### src/rtl/vga_demo_sequencer.sv
// Frame-synchronous scheduler for the VGA demo: steps colour depth and demo mode on vsync
// boundaries, supports a manual override, and pulses the demo core's reset on mode changes.
module vga_demo_sequencer #(
  parameter int unsigned FRAMES_PER_DEPTH = 8,
  parameter int unsigned RST_CYCLES       = 4,
  parameter bit          VSYNC_ACT_LOW    = 1'b1
) (
  input  logic       clk,
  input  logic       rst,
  input  logic       vsync,
  input  logic       pause,
  input  logic       manual_en,
  input  logic [2:0] manual_depth,
  input  logic [3:0] manual_mode,
  output logic [2:0] depth,
  output logic [3:0] mode,
  output logic [1:0] epoch,
  output logic       project_rst_n,
  output logic       frame_tick
);

  localparam logic       VSYNC_IDLE = VSYNC_ACT_LOW ? 1'b1 : 1'b0;
  localparam logic [7:0] LAST_FRAME = 8'(FRAMES_PER_DEPTH - 1);
  localparam logic [7:0] PULSE_LEN  = 8'(RST_CYCLES);

  typedef enum logic {RUN, PULSE} state_t;

  state_t     state;
  logic [7:0] pulse_cnt;
  logic [7:0] frame_cnt;
  logic [2:0] auto_depth;
  logic [2:0] idx;
  logic       manual_active;
  logic       vsync_q;
  logic       frame_edge;

  function automatic logic [3:0] mode_lut(input logic [2:0] i);
    case (i)
      3'd0:    mode_lut = 4'd1;
      3'd1:    mode_lut = 4'd4;
      3'd2:    mode_lut = 4'd3;
      3'd3:    mode_lut = 4'd5;
      3'd4:    mode_lut = 4'd2;
      3'd5:    mode_lut = 4'd4;
      3'd6:    mode_lut = 4'd7;
      default: mode_lut = 4'd6;
    endcase
  endfunction

  assign frame_edge = (vsync_q == VSYNC_IDLE) && (vsync != VSYNC_IDLE);

  // NOTE: every register here is state, so all updates use non-blocking assignments;
  // blocking ones would let later statements see this cycle's new values.
  always_ff @(posedge clk) begin
    if (rst) begin
      state         <= PULSE;
      pulse_cnt     <= PULSE_LEN;
      project_rst_n <= 1'b0;
      vsync_q       <= VSYNC_IDLE;
      frame_tick    <= 1'b0;
      frame_cnt     <= 8'd0;
      auto_depth    <= 3'd0;
      idx           <= 3'd0;
      epoch         <= 2'd0;
      manual_active <= 1'b0;
      depth         <= 3'd0;
      mode          <= 4'd1;
    end else begin
      vsync_q    <= vsync;
      frame_tick <= frame_edge;

      if (state == PULSE) begin
        // Frame edges during the pulse only tick; nothing is counted or applied.
        if (pulse_cnt <= 8'd1) begin
          state         <= RUN;
          project_rst_n <= 1'b1;
        end else begin
          pulse_cnt <= pulse_cnt - 8'd1;
        end
      end else if (frame_edge) begin
        if (manual_en) begin
          manual_active <= 1'b1;
          depth         <= manual_depth;
          mode          <= manual_mode;
          if (manual_mode != mode) begin
            state         <= PULSE;
            pulse_cnt     <= PULSE_LEN;
            project_rst_n <= 1'b0;
          end
        end else if (manual_active) begin
          // Leaving manual: this edge only restores the frozen auto state.
          manual_active <= 1'b0;
          depth         <= auto_depth;
          mode          <= mode_lut(idx);
          if (mode_lut(idx) != mode) begin
            state         <= PULSE;
            pulse_cnt     <= PULSE_LEN;
            project_rst_n <= 1'b0;
          end
        end else if (!pause) begin
          if (frame_cnt < LAST_FRAME) begin
            frame_cnt <= frame_cnt + 8'd1;
          end else begin
            frame_cnt <= 8'd0;
            if (auto_depth == 3'd7) begin
              auto_depth    <= 3'd0;
              depth         <= 3'd0;
              idx           <= idx + 3'd1;
              mode          <= mode_lut(idx + 3'd1);
              if (idx == 3'd7) epoch <= epoch + 2'd1;
              state         <= PULSE;
              pulse_cnt     <= PULSE_LEN;
              project_rst_n <= 1'b0;
            end else begin
              auto_depth <= auto_depth + 3'd1;
              depth      <= auto_depth + 3'd1;
            end
          end
        end
      end
    end
  end

endmodule

### config.mk
export PLATFORM = sky130hd
export DESIGN_NAME = vga_demo_sequencer
export DESIGN_NICKNAME = d
export VERILOG_FILES = /design/src/rtl/vga_demo_sequencer.sv
export SDC_FILE = /design/constraint.sdc
export NUM_CORES = 1
export LEC_CHECK = 0
export ABC_CLOCK_PERIOD_IN_PS = 6400
export CAP_MARGIN = 25
export CORE_ASPECT_RATIO = 1.4
export CORE_MARGIN = 10
export CORE_UTILIZATION = 50
export CTS_BUF_LIST = sky130_fd_sc_hd__clkbuf_4
export DETAILED_ROUTE_END_ITERATION = 6
export PLACE_DENSITY = 0.72
export REMOVE_ABC_BUFFERS = 1
export SLEW_MARGIN = 20
export SYNTH_ARGS = -nofsm -noshare
export SYNTH_HDL_FRONTEND = slang
export SYNTH_SLANG_ARGS = --single-unit
### constraint.sdc
create_clock -name clk -period 6.4 [get_ports clk]
set_input_delay 1.28 -clock clk [delete_from_list [all_inputs] [get_ports clk]]
set_output_delay 1.28 -clock clk [all_outputs]
set_load 0.005 [all_outputs]
---- Word-level counts from Yosys, hierarchy flattened ----
Index checks and enable logic that the tools add are counted.
word-level totals
  register bits after elaboration ......... 36
  input port bits ......................... 12
  output and inout bits ................... 11
  logic and storage cells ................. 115
operators by class
  add/sub/neg operators ................... 5
  $lt $le $gt $ge ......................... 2
  equal/unequal tests ..................... 24
  mux-type cells .......................... 49
  bitwise gates (word level) .............. 6
  reductions and logical operators ........ 17
operators by type and width
  cell                                                                               number
  8-bit 2-to-1 mux                                                                   11
  4-bit 2-to-1 mux                                                                   10
  3-bit case mux with 6 select lines                                                 2
  3-bit == test (second input constant)                                              8
  1-bit 2-to-1 mux                                                                   21
  7-bit AND reduction                                                                3
  3-bit 2-to-1 mux                                                                   5
  3-bit by 2-bit == test with 1-bit output (second input constant)                   4
  5-bit AND reduction                                                                2
  8-bit by 1-bit adder with 8-bit output (second input constant)                     1
  8-bit by 1-bit less-or-equal comparator with 1-bit output (second input constant)  1
  8-bit by 3-bit < comparator with 1-bit output (second input constant)              1
  4-bit != test                                                                      2
  8-bit AND reduction                                                                1
  8-bit by 1-bit subtractor with 8-bit output (second input constant)                1
  3-bit by 1-bit adder with 3-bit output (second input constant)                     2
  3-bit by 1-bit == test with 1-bit output (second input constant)                   2
  3-bit logical NOT                                                                  2
  3-bit by 1-bit != test with 1-bit output (second input constant)                   2
  1-bit inverter                                                                     6
  6-bit AND reduction                                                                1
  4-bit by 1-bit != test with 1-bit output (second input constant)                   1
  4-bit by 3-bit != test with 1-bit output (second input constant)                   1
  4-bit != test (second input constant)                                              1
  11 further kinds                                                                   12

---- Logic depth before layout (Yosys ltp) ----
Gate-level depths: netlist (run 1).
  depth in word-level cells ............... 14
  gate-level depth with buffers ........... 8
  depth with buffers taken out ............ 8

---- Least setup slack after synthesis (run 1) ----
OpenSTA, ideal clock, no wires.
  path type ............................... input-to-reg
  start ................................... input port vsync
  end ..................................... register epoch[1]
  setup time .............................. 0.128 ns
  arrival time ............................ 2.585 ns
  required time ........................... 6.272 ns
  setup slack ............................. 3.687 ns
  cell stages on the path ................. 6
  buffers on the path ..................... 0
  path through ............................ nor3b_2 > nand2_1 > nor2_1 > nand4_1 > xor2_1 > nor2_1
between the ends
  longest elaborated chain between the ends .. 3
ends and longest elaborated chain
  what                                  line  text
  start, declared                       10    input logic vsync,
  1-bit inverter                        50    assign frame_edge = (vsync_q == VSYNC_IDLE) && (vsync != VSYNC_IDLE);
  1-bit logical AND                     50
  8-bit AND reduction (no source line)  n/a
  end signal, assigned                  110   if (idx == 3'd7) epoch <= epoch + 2'd1;
  end, declared                         17    output logic [1:0] epoch,
Every way passes these cells.
A chain may end at the register's enable or synchronous reset.

---- Worst setup path in the final report (run 1) ----
  start ................................... input port manual_en
  end ..................................... register epoch[1]
between the ends
  longest elaborated chain between the ends .. 2
ends and longest elaborated chain
  what                                  line  text
  start, declared                       12    input logic manual_en,
  1-bit inverter (no source line)       n/a
  8-bit AND reduction (no source line)  n/a
Every way passes these cells.

==> results of run 1 <==
==> registers in the layout, indices dropped and copies added (netlist names) <==
register       cells
vsync_q            1
idx                3
pulse_cnt          8
state              1
frame_tick         1
frame_cnt          8
auto_depth         3
epoch              2
manual_active      1
project_rst_n      1
depth              3
mode               4
==> through the flow <==
step / power (W) / util [%]
2_1_floorplan: 0.000403 / -
3_3_place_gp: 0.000461 / 57.5
3_5_place_dp: 0.000463 / 57.5
4_1_cts: 0.000581 / 58.8
5_1_grt: 0.000616 / 58.8
6_report: 0.000576 / 58.8
==> metal layers <==
metal  global-route usage (%)  share of wire, %  up-vias
met1                     13.7                43      799
met2                     21.0                50       36
met3                     3.88               4.3       10
met5                        0                 0        -
met4                     6.39               2.2        0
li1                         -                 -      893
==> report_power, final <==
part	switching (W)	internal [W]
clock	0.0000735	0.0000447
sequential	0.0000352	0.000252
combinational	0.0000894	0.0000812
==> cells in the mapped netlist (all sizes together), types with 3 or more instances <==
library cell	count	area, um^2
dfxtp	36	721
nor2	28	105
a21oi	22	110
nand2	20	75.1
ha	13	163
nor3	13	65.1
clkbuf	11	41.3
inv	9	33.8
nand3	9	45.0
xor2	8	70.1
a211oi	7	52.6
o21ai	7	35.0
mux2i	6	60.1
and2	5	31.3
nor3b	5	53.8
xnor2	4	35.0
a31oi	3	18.8
==> worst register-to-register path: stages, from the launching register on <==
cell,delay (ps)
dfxtp_1,530
inv_1,170
ha_1,280
nand2b_1,190
a2111oi_4,400
xor2_1,190
nand3_1,110
o41a_1,460
a221o_1,350
==> cells by family after synthesis <==
group / after synthesis / share of synthesized area, %
AO/OA/AOI/OAI: 62 / 21.5
multiplexers: 6 / 3.00
flip-flops: 36 / 36.0
AND/OR/NAND/NOR: 90 / 22.0
XOR/XNOR: 12 / 5.25
adder cells (fa/ha/maj): 13 / 8.13
buffers and inverters: 21 / 4.13
==> path summary, 6_finish.rpt <==
kind,from,end,depth (start not counted)
worst max register to register,idx[0],pulse_cnt[2],8
worst min-delay path,vsync_q,frame_tick,2
worst max-delay path,manual_en,epoch[1],7
worst min register to register,vsync_q,frame_tick,2
==> placed cells by master, fill, tap and decap left out, drive strengths merged, types with 7 or more instances in the layout <==
master,instances
nand3,9
a211oi,7
nor2,28
o21ai,7
ha,13
xor2,8
nor3,13
a21oi,22
dfxtp,36
nand2,20
clkdlybuf4s50,22
inv,9
==> layout make-up <==
class	instances	area (um^2)
timing repair buffer	23	228
clock buffer	6	45.0
multi-input combinational	183	1200
inverter	9	33.8
tap	43	53.8
clock inverter	1	5.00
fill	346	1600
sequential	36	721
==> metrics.md, run 1 <==
| Metric | Value |
|---|---|
| Status | `finished clean` |
| GRT overflow | `0` |
| Drt via density | `5.77` |
| Sequential element share of the synthesized area | `36.0%` |
| Placed cell count | `294` |
| Clock root cell | `clkbuf_4` |
| First-pass GRT wire length | `7130 um` |
| Post-Syn Instances | `240` |
| Die Area | `6970 um^2` |
| Setup violators final | `0` |
| Pin count of the biggest net entering global routing | `38` |
| Pins Over Slew Limit | `0` |
| Detail Route Antenna Nets | `0` |
| WL final | `4220 um` |
| F_max | `0.304 GHz` |
| Initial core utilization | `51.5%` |
| Top Family by Delay on Critical Path | `simple AND/OR/NAND/NOR gates` |
| Crit-path cells | `clkdlybuf4s50_1, nor3_1, nand2_1, nor2_1, nand4_1, xor2_1, nor2_1` |
| Number of global-route vias before repair | `1631` |
| Core area | `3880 um^2` |
| Worst-path fanout max | `19` |
| Global placement routability congestion | `0.806` |
| Dpl cell area | `2230 um^2` |
| # rows | `27` |
| Total Nets Final | `283` |
| Crit path required time | `6630 ps` |
| Final instance area | `2280 um^2` |
| Crit path DAT | `3520 ps` |
| Remaining DRCs | `0` |
| CTS tree | `done` |
| Pwr/cell area | `252 nW/um^2` |
| Buffer depth of the longest clock path | `2` |
| Slowest stage delay, CP | `740 ps` |
| Max stage delay cell, worst path | `clkdlybuf4s50_1` |
| DRC marker count from the first detailed-route iteration | `83` |
| Drt first pass iters | `4` |
| Clk Latency, worst-skew pair | `340 ps` |
| Die extent in y | `94.9 um` |
| Post-DR wirelength/cell | `14.0 um` |
| PnR worst setup slack | `3110 ps` |
| Final hold vios | `0` |
| Buffer count from post-CTS setup fixing | `0` |
| Clk slew on worst S/H paths | `100 ps` |
| Number of synthesized flops with an enable pin | `0` |
| Antenna violations before repair | `0` |
| Pre-CTS setup slack | `2730 ps` |
| Final setup TNS | `0 ps` |
| Yosys cell types | `45` |
| CTS Hold Bufs | `0` |
| Worst Setup End Kind | `flop` |
| Post-CTS Resized | `0` |
| Leakage power | `0.868 nW` |
| Chip width | `73.5 um` |
| Yosys warns | `0` |
| Io pins | `23` |
| Ys flop type | `dfxtp_1` |
| Crit start category | `primary input` |
| RSZ-0062 raised after global routing | `false` |
| Clk_skew | `3.60 ps` |
| Peak VDD IR | `0.000188 V` |
| Final Non-Filler Cells | `301` |
| Inserted Clock Buffers | `5` |
| Hold Slack | `431 ps` |
| Slew HR | `54.4%` |
| Ys async rst share | `0%` |
| R2R setup slack | `3620 ps` |
| Final period utilization | `51.4%` |
| Syn Area/Cell | `8.34 um^2` |
| Slew @ Worst Pin | `678 ps` |
| Htree depth | `2` |
| GRT Util Overall | `12.5%` |
| Max-cap violations | `0` |
| Synthesis-stage register bit count | `36` |
| Period minus WS final | `3290 ps` |
| Synth-to-layout area growth | `14.1%` |
| Cell mode on critical path | `nor2_1` |
| Kind of critical path | `primary input to flop` |
| Min-delay worst type | `flop to flop` |
| Bufs and invs on worst path | `1` |
| Port Buf Inserts | `22` |
| Share of layout cells above drive strength 1 | `5.43%` |
| HPWL after DPL | `3170 um` |
| Ant diodes | `0` |
| Vias | `1738` |
| CTS Sinks | `36` |
| Mapped cell area | `2000 um^2` |
No activity file was read; power rests on OpenSTA's default activity.
==> inputs of run 2 (changes only) <==
--- a/config.mk
+++ b/config.mk
@@ -5,14 +5,14 @@
 export SDC_FILE = /design/constraint.sdc
 export NUM_CORES = 1
 export LEC_CHECK = 0
-export ABC_CLOCK_PERIOD_IN_PS = 6400
+export ABC_CLOCK_PERIOD_IN_PS = 2700
 export CAP_MARGIN = 25
 export CORE_ASPECT_RATIO = 1.4
 export CORE_MARGIN = 10
 export CORE_UTILIZATION = 50
 export CTS_BUF_LIST = sky130_fd_sc_hd__clkbuf_4
 export DETAILED_ROUTE_END_ITERATION = 6
-export PLACE_DENSITY = 0.72
+export PLACE_DENSITY = 0.75
 export REMOVE_ABC_BUFFERS = 1
 export SLEW_MARGIN = 20
 export SYNTH_ARGS = -nofsm -noshare
==> constraint.sdc (replaced) <==
create_clock -name clk -period 2.7 [get_ports clk]
set_input_delay 0.54 -clock clk [delete_from_list [all_inputs] [get_ports clk]]
set_output_delay 0.54 -clock clk [all_outputs]
set_load 0.005 [all_outputs]
==> run 2 against run 1 <==
Compared with the run above: die area unchanged; global-route usage increased by 1.2 points; worst setup slack got worse by 2900 ps; critical path depth stayed put.
==> metrics.md, run 2 (synthesized netlist as in run 1, its figures left out) <==
| Metric | Value |
|---|---|
| Io pins | `23` |
| CTS Hold Bufs | `0` |
| Drt first pass iters | `4` |
| Slew @ Worst Pin | `551 ps` |
| Leakage power | `0.934 nW` |
| FILL cells | `352` |
| Share of layout cells above drive strength 1 | `10.4%` |
| Reg area | `721 um^2` |
| Kind of critical path | `flop to flop` |
| Global placement routability congestion | `0.866` |
| Slew HR | `63.2%` |
| Min-delay worst type | `flop to flop` |
| Worst Setup End Kind | `flop` |
| R2R cell count | `7` |
| CTS tree | `done` |
| Crit path DAT | `2740 ps` |
| Final Non-Filler Cells | `313` |
| Chip width | `73.5 um` |
| HPWL after DPL | `3550 um` |
| Inserted Clock Buffers | `5` |
| # rows | `27` |
| Top flop regs | `frame_cnt: 8 flops, pulse_cnt: 8 flops, mode: 4 flops` |
| Buffer depth of the longest clock path | `2` |
| CTS Sinks | `36` |
| Max stage delay cell, worst path | `o41a_1` |
| Die Area | `6970 um^2` |
| Post-DR wirelength/cell | `14.7 um` |
| Setup violators final | `0` |
| Pwr/cell area | `623 nW/um^2` |
| Detail Route Antenna Nets | `0` |
| DRC marker count from the first detailed-route iteration | `100` |
| Peak VDD IR | `0.000509 V` |
| Crit start category | `flop` |
| Slowest stage delay, CP | `460 ps` |
| Clk Latency, worst-skew pair | `340 ps` |
| PnR worst setup slack | `209 ps` |
| Synth-to-layout area growth | `20.3%` |
| Final period utilization | `92.3%` |
| Placed cell count | `305` |
| First-pass GRT wire length | `7820 um` |
| WL final | `4600 um` |
| Initial core utilization | `51.5%` |
| Clk_skew | `13.7 ps` |
| Hold Path Depth | `2` |
| Pin count of the biggest net entering global routing | `21` |
| Crit path required time | `2950 ps` |
| GRT Util Overall | `13.7%` |
| F_max | `0.401 GHz` |
| Remaining DRCs | `0` |
| Vias | `1767` |
| RSZ-0062 raised after global routing | `false` |
| Die extent in y | `94.9 um` |
| Crit-path cells | `ha_1, nand2b_1, a2111oi_4, xor2_1, nand3_1, o41a_1, a221o_1` |
| Port Buf Inserts | `22` |
| Htree depth | `2` |
| Clock root cell | `clkbuf_4` |
| Area of the multi-input gates | `1210 um^2` |
| Pins Over Slew Limit | `0` |
| Final hold vios | `0` |
| Antenna violations before repair | `0` |
| GRT overflow | `0` |
| Most common cell after layout, fill and taps aside | `dfxtp_1` |
| Ant diodes | `0` |
| Drt via density | `5.65` |
| Max-cap violations | `0` |
| Commonest non-fill, non-tap cells in the layout | `dfxtp_1 (36), nor2_1 (28), a21oi_1 (22), clkdlybuf4s50_1 (22), nand2_1 (20)` |
| Pre-CTS setup slack | `202 ps` |
| Clk slew on worst S/H paths | `110 ps` |
| Final setup TNS | `0 ps` |
| Number of global-route vias before repair | `1791` |
| Worst-path fanout max | `9` |
| Core area | `3880 um^2` |
| Total Nets Final | `294` |
| Status | `finished clean` |
| Period minus WS final | `2490 ps` |
[run 2: cell count changes in the layout (fill, tap and decap cells not counted)]
| cell | delta |
|---|---|
| ha_1 | -1 |
| o41ai_1 | -1 |
| bufinv_16 | +1 |
| ha_2 | +1 |
| o41ai_2 | +1 |
| buf_4 | +11 |
[run 2: per-layer routing]
layer  up-vias  routed length (um)  GRT usage, %
li1        916                   -             -
met1       815                1920          14.5
met2        26                2410          24.4
met3        10                 176          4.20
met4         0                  96          5.30
met5         -                   0             0
[run 2: worst paths after layout]
| path | from | endpoint | slack, ps |
|---|---|---|---|
| worst max-delay path | idx[1] | pulse_cnt[2] | 210 |
| worst min-delay path | vsync_q | frame_tick | 430 |
| worst max register to register | idx[1] | pulse_cnt[2] | 210 |
| worst min register to register | vsync_q | frame_tick | 430 |
[run 2: layout make-up]
cell class                 count  area share, %
multi-input combinational    183           50.2
sequential                    36           29.9
timing repair buffer          34           12.9
tap                           43           2.23
clock buffer                   6           1.87
clock inverter                 2           1.46
inverter                       9           1.40
[run 2: worst max-delay path, delay by kind of cell (launching register included)]
kind,cells,cell delay [ps]
adders and majority gates,1,270
AOI/OAI and AO/OA,3,1210
DFF,1,410
and+or+nand+nor,2,320
xor gates and xnor gates,1,200
[run 2: timing repair]
| action | 4_1_cts | 5_1_grt |
|---|---|---|
| gates resized for setup | 0 | 2 |
| endpoints found under the setup margin | 0 | 4 |
| setup buffers | 0 | 0 |
[run 2: through the flow]
stage | utilization (%) | power, W | instance area [um^2] | hold WS (ps)
after floorplan | - | 0.000956 | 1950 | 401
after global placement | 59.6 | 0.00113 | 2320 | 411
after detailed placement | 59.6 | 0.00113 | 2320 | 414
after CTS | 61.7 | 0.00151 | 2400 | 430
after global routing | 62.0 | 0.00160 | 2410 | 455
final | 62.0 | 0.00150 | 2410 | 427
[run 2: power by group]
part           total (W)  leakage (nW)  internal [W]  switching (W)
clock network   0.000383        0.0456      0.000204       0.000179
registers       0.000666         0.292      0.000598      0.0000684
logic           0.000452         0.596      0.000220       0.000232
